File: src/rtl/timer_rd_regs.sv
// Timer register bank: one-hot write enables, registered read port with a valid
// pulse, and a prescaled down-counter with auto-reload, sticky expire flag and irq.
module timer_rd_regs #(
  parameter int DW       = 16,
  parameter int PRESCALE = 100
) (
  input  logic          i_clk,
  input  logic          i_rst_n,
  input  logic [3:0]    i_wr_en,
  input  logic [DW-1:0] i_wdata,
  input  logic          i_rd_en,
  input  logic [1:0]    i_rd_addr,
  output logic [DW-1:0] o_rd_data,
  output logic          o_rd_valid,
  output logic          o_irq
);

  // A prescale of 1 still needs a 1-bit counter; it just never leaves 0.
  localparam int PW = (PRESCALE > 1) ? $clog2(PRESCALE) : 1;
  localparam logic [PW-1:0] PRE_LAST = PW'(PRESCALE - 1);

  logic [2:0]    ctrl_reg,    ctrl_next;
  logic [DW-1:0] load_reg,    load_next;
  logic [DW-1:0] count_reg,   count_next;
  logic          expired_reg, expired_next;
  logic [PW-1:0] presc_reg,   presc_next;
  logic          tick;
  logic          zero_tick;
  logic [DW-1:0] rd_mux;

  always_comb begin
    ctrl_next    = ctrl_reg;
    load_next    = load_reg;
    count_next   = count_reg;
    expired_next = expired_reg;
    presc_next   = presc_reg;

    tick      = ctrl_reg[0] && (presc_reg == PRE_LAST);
    zero_tick = tick && (count_reg == '0);

    // Ordering below sets priority: W1C < expire, one-shot stop < CTRL write,
    // tick decrement/reload < LOAD write.
    if (i_wr_en[2] && i_wdata[0]) begin
      expired_next = 1'b0;
    end

    if (zero_tick) begin
      expired_next = 1'b1;
      if (ctrl_reg[1]) begin
        count_next = load_reg;
      end else begin
        ctrl_next[0] = 1'b0;
      end
    end else if (tick) begin
      count_next = count_reg - DW'(1);
    end

    if (i_wr_en[0]) begin
      ctrl_next = i_wdata[2:0];
    end

    if (i_wr_en[1]) begin
      load_next  = i_wdata;
      count_next = i_wdata;
    end

    if (!ctrl_next[0]) begin
      presc_next = '0;
    end else if (i_wr_en[0] && !ctrl_reg[0]) begin
      presc_next = '0;
    end else if (presc_reg == PRE_LAST) begin
      presc_next = '0;
    end else begin
      presc_next = presc_reg + PW'(1);
    end
  end

  always_comb begin
    rd_mux = '0;
    case (i_rd_addr)
      2'b00:   rd_mux[2:0] = ctrl_reg;
      2'b01:   rd_mux      = load_reg;
      2'b10:   rd_mux[0]   = expired_reg;
      default: rd_mux      = count_reg;
    endcase
  end

  always_ff @(posedge i_clk or negedge i_rst_n) begin
    if (!i_rst_n) begin
      ctrl_reg    <= '0;
      load_reg    <= '0;
      count_reg   <= '0;
      expired_reg <= 1'b0;
      presc_reg   <= '0;
      o_rd_data   <= '0;
      o_rd_valid  <= 1'b0;
      o_irq       <= 1'b0;
    end else begin
      ctrl_reg    <= ctrl_next;
      load_reg    <= load_next;
      count_reg   <= count_next;
      expired_reg <= expired_next;
      presc_reg   <= presc_next;
      o_rd_valid  <= i_rd_en;
      if (i_rd_en) begin
        o_rd_data <= rd_mux;
      end
      o_irq       <= expired_reg & ctrl_reg[2];
    end
  end

endmodule

File: config.mk
export PLATFORM = sky130hd
export DESIGN_NAME = timer_rd_regs
export DESIGN_NICKNAME = d
export VERILOG_FILES = /design/src/rtl/timer_rd_regs.sv
export SDC_FILE = /design/constraint.sdc
export NUM_CORES = 1
export LEC_CHECK = 0
export ABC_CLOCK_PERIOD_IN_PS = 2100
export CAP_MARGIN = 10
export CORE_MARGIN = 3
export CORE_UTILIZATION = 30
export DETAILED_ROUTE_END_ITERATION = 7
export GPL_TIMING_DRIVEN = 0
export HOLD_SLACK_MARGIN = 0.06
export SLEW_MARGIN = 5
export SYNTH_ARGS = -nofsm -noshare
export SYNTH_HDL_FRONTEND = slang
export SYNTH_SLANG_ARGS = --single-unit
File: constraint.sdc
create_clock -name i_clk -period 2.1 [get_ports i_clk]
set_clock_uncertainty 0.1 [all_clocks]
set_input_delay 0.63 -clock i_clk [delete_from_list [all_inputs] [get_ports i_clk]]
set_output_delay 0.63 -clock i_clk [all_outputs]
set_load 0.01 [all_outputs]
==> tab_implementation.tex <==
\begin{tabular}{lr}
\hline
Metric & Value \\
\hline
\multicolumn{2}{l}{\textbf{Run status}} \\
\quad Outcome & finished, final reports clean \\
\multicolumn{2}{l}{\textbf{Clock network}} \\
\quad Clock latency at the later pin of the worst-skew pair & between 0.3 and 0.4 ns \\
\quad Clk slew on worst S/H paths & 0.05 ns \\
\quad Cts-stage hold buffer count & 0 \\
\quad TritonCTS Sinks & 61 \\
\quad Largest buffer count on any clock path & 2 \\
\quad Total CTS buffers & 9 \\
\quad Clock tree root buffer cell & clkbuf\_16 \\
\quad Number of levels in the clock H-tree & 3 \\
\quad CTS tree & done \\
\multicolumn{2}{l}{\textbf{Synthesis}} \\
\quad Dominant combinational cell family by area after synthesis & simple AND/OR/NAND/NOR gates \\
\quad YS warnings & 0 \\
\quad Fraction of registers with async set or reset after synthesis & 100.0\% \\
\quad Leading area contributor after synthesis & dfrtp\_1 \\
\quad Gate count of the mapped netlist & about 360 \\
\quad Synth Area in Adders & $\sim$1.1\% \\
\quad Synthesized-area fraction occupied by ao, oa, aoi and oai cells & about 16\% \\
\quad Distinct cell type count after synthesis & 60 \\
\quad Sequential share of the synthesized area & a little under half \\
\quad Register bit count reported by yosys & 61 \\
\quad Synth Area in Simple Gates & between 10\% and 20\% \\
\quad Area of the mapped netlist & 3387 sq um \\
\quad Number of flops mapped to enable cells by yosys & 0 \\
\quad Share of synthesized area spent on multiplexers & 8.940\% \\
\quad XOR/XNOR share of the synthesized area & between 1 and 1.5\% \\
\quad Synth Net Count & approximately 380 \\
\quad Top area cells in the synthesized netlist & dfrtp\_1 45\%, mux2i\_1 5.6\%, nand2\_1 3.8\%, inv\_1 3.2\%, mux2\_2 2.7\% \\
\quad Mean post-synth cell area & around 9.5 sq um \\
\quad Top-area cell type share of the netlist area & approximately 45\% \\
\quad Most common flop cell mapped by yosys & dfrtp\_1 \\
\multicolumn{2}{l}{\textbf{Floorplanning}} \\
\quad Die boundary width & between 100 and 150 um \\
\quad Initial Util & 30.97\% \\
\quad Overall die height & around 110 um \\
\quad Placement row count & 38 \\
\quad Number of primary I/O pins & 43 \\
\quad Placeable core region & 10,940 sq um \\
\quad Die area & between 10,000 and 15,000 sq um \\
\multicolumn{2}{l}{\textbf{Placed design}} \\
\quad Number of buffers inserted by port buffering & 39 \\
\quad Placed Instance Area & slightly below 4000 sq um \\
\quad RePlAce Congestion & 0.9095 \\
\quad Post-detail-place hpwl & between 6000 and 7000 um \\
\multicolumn{2}{l}{\textbf{Global routing}} \\
\quad Overflow after GRT & 0 \\
\quad Global router's overall resource usage & between 10 and 15\% \\
\quad Number of global-route vias before repair & 2,840 \\
\quad Global-route wire length before repair & 14,790 um \\
\quad Antenna violations before repair & 0 \\
\quad Maximum number of pins on one net before global-route repair & just over 60 \\
\multicolumn{2}{l}{\textbf{Timing}} \\
\quad Max transition margin & between 40\% and 50\% \\
\quad Number of failing hold endpoints at the final stage & 0 \\
\quad Final-layout worst hold slack & $\sim$0.28 ns \\
\quad Highest achievable clock rate & $\sim$490 MHz \\
\quad Final number of setup-violating endpoints & 0 \\
\quad Final critical path time including I/O delays and setup & slightly above 2 ns \\
\quad Total Negative Setup Slacks & 0 ns \\
\quad Period Utilization, post-route & between 90\% and 100\% \\
\quad Max-slew violation count & 0 \\
\quad Pin slew with the least headroom to its limit & around 0.8 ns \\
\multicolumn{2}{l}{\textbf{Routing}} \\
\quad Count of unresolved DRC violations after routing & 0 \\
\quad Antenna Violating Nets Remaining & 0 \\
\quad Routed WL per cell & 16.88 um \\
\quad Routed vias/inst & roughly 5.2 \\
\quad Count of TritonRoute iterations in the first routing pass & 4 \\
\quad Aggregate routed wire length & approximately 9400 um \\
\quad Initial DRC Count & 205 \\
\quad Vias & between 2,000 and 3,000 \\
\multicolumn{2}{l}{\textbf{Critical path}} \\
\quad RR Startpoint & count\_reg[1] \\
\quad Critical path required time & 2.22 ns \\
\quad Cell chain of the critical path & inv\_2 -> ha\_4 -> nor4b\_4 -> and4\_4 -> nand3\_4 -> o311a\_1 -> o31a\_1 \\
\quad Buffers plus inverters on the worst setup path & 1 \\
\quad Crit Path Category & register to register \\
\quad Arrival time of the worst setup path & around 2.2 ns \\
\quad Standard cell with the maximum stage delay on the critical path & dfrtp\_1 \\
\quad Minimum setup slack among reg-to-reg paths & 0.07 ns \\
\quad Worst path top cell family by delay & simple AND/OR/NAND/NOR gates \\
\quad Critical path's largest stage delay & 0.41 ns \\
\quad Startpoint of the most critical setup path & count\_reg[1] \\
\quad Max FO, Critical Path & 5 \\
\quad Element type at the critical path start & register \\
\quad Category of the worst setup path capture point & register \\
\multicolumn{2}{l}{\textbf{Finish}} \\
\quad Net count of the finished layout & $\sim$440 \\
\quad Layout Utilization & about two fifths \\
\quad Relative area change from synthesis to final layout & 30.59\% \\
\quad Fraction of final layout cells sized beyond drive strength 1 & between 10\% and 20\% \\
\quad Antenna diodes & 0 \\
\quad Summed area of non-filler cells in the final layout & between 4000 and 5000 sq um \\
\multicolumn{2}{l}{\textbf{Pwr}} \\
\quad Total leakage power & 1.834 nW \\
\quad Power density cells & 737.5 nW/um\^{}2 \\
\quad Max rail drop VDD & $\sim$320 uV \\
\multicolumn{2}{l}{\textbf{Run}} \\
\quad Maxcap violations & 0 \\
\multicolumn{2}{l}{\textbf{Hold path}} \\
\quad Type of the most critical hold path & input pin to async pin \\
\hline
\end{tabular}
==> cells by family after synthesis <==
| kind of cell | after synthesis |
|---|---|
| AO/OA/AOI/OAI | 84 |
| XOR/XNOR | 5 |
| AND/OR/NAND/NOR | 119 |
| flip-flops | 61 |
| buffers and inverters | 56 |
| adder cells (fa/ha/maj) | 3 |
| multiplexers | 28 |
==> metrics by stage <==
step / total power [mW] / std cells / worst slack (ns)
floorplan: 1.660 / 356 / 0.2096
global placement: 1.886 / 535 / -1.637
detailed placement: 1.896 / 535 / -0.5048
CTS: 3.250 / 551 / 0.0008935
global route: 3.391 / 559 / -0.008152
finish: 3.262 / 559 / 0.07395
==> path summary, 6_finish.rpt <==
path | endpoint | depth (start not counted)
max | count_reg[9] | 7
min | presc_reg[3] | 1
max reg2reg | count_reg[9] | 7
min reg2reg | presc_reg[0] | 1
max in group asynchronous | count_reg[0] | 1
min in group i_clk | presc_reg[0] | 1
==> Yosys cell counts (all sizes together) (2+ instances only) <==
library cell,count
nor2,25
nor3,13
nor4b,2
a21oi,14
clkbuf,16
inv,29
o21ai,21
nand2b,3
nand2,35
nor4,4
o22ai,14
or3,3
o211ai,7
and4,4
and3,5
nand4,2
a31oi,8
dfrtp,61
nand3,14
o21a,3
mux2i,19
o31a,2
o311a,2
a221oi,2
o221ai,3
ha,3
xnor2,3
buf,10
xor2,2
mux2,8
a41oi,2
o31ai,2
==> routing by layer <==
layer,up-vias,global-route usage (%),wire (um)
met3,12,3.235,563
li1,1388,-,-
met5,-,0,0
met2,74,22.53,4387
met1,1413,20.80,4345
met4,0,6.410,140
==> timing repair <==
action | 4_1_cts | 5_1_grt
pin swaps | 1 | 5
setup buffers | 3 | 6
cloned | 0 | 2
gates resized for setup | 5 | 25
setup endpoints to repair | 22 | 18
==> worst reg2reg max path, delay by kind of cell, from the launching register on <==
family                     cells  cell delay (ns)
and+or+nand+nor                3             0.73
AOI/OAI and AO/OA              2             0.43
DFF                            1             0.41
adders and majority gates      1             0.14
buffers and inverters          1             0.10
==> area by class of cell <==
cell class / count / area [sq um]
fillers: 1093 / 6513
inverters: 30 / 112.6
repair buffers: 50 / 485.5
clock buffers: 12 / 256.5
clock inverters: 2 / 10.01
multi-input cells: 239 / 1705
flip-flops and latches: 61 / 1528
well taps: 140 / 175.2
plain buffers: 25 / 150.1
==> placed cells by master (no fill, tap or decap), types with 5 or more instances in the layout <==
cell | synthesis | final
a21oi_1 | 13 | 12
a31oi_1 | 8 | 8
and3_1 | 5 | 5
buf_2 | 4 | 6
buf_4 | 1 | 11
clkbuf_1 | 16 | 11
clkbuf_16 | 0 | 10
clkdlybuf4s50_1 | 0 | 38
dfrtp_1 | 61 | 60
inv_1 | 29 | 27
mux2_2 | 8 | 8
mux2i_1 | 19 | 19
nand2_1 | 34 | 33
nand3_1 | 14 | 13
nor2_1 | 24 | 23
nor3_1 | 12 | 10
o211ai_1 | 7 | 7
o21ai_0 | 17 | 17
o22ai_1 | 14 | 14
==> where the power goes <==
| part | total [mW] | switching, mW | leakage [nW] | internal [mW] |
|---|---|---|---|---|
| registers | 1.36 | 0.0855 | 0.758 | 1.28 |
| clock network | 1.34 | 0.501 | 0.134 | 0.844 |
| logic | 0.554 | 0.295 | 0.942 | 0.259 |
No activity file was read; power rests on OpenSTA's default activity.
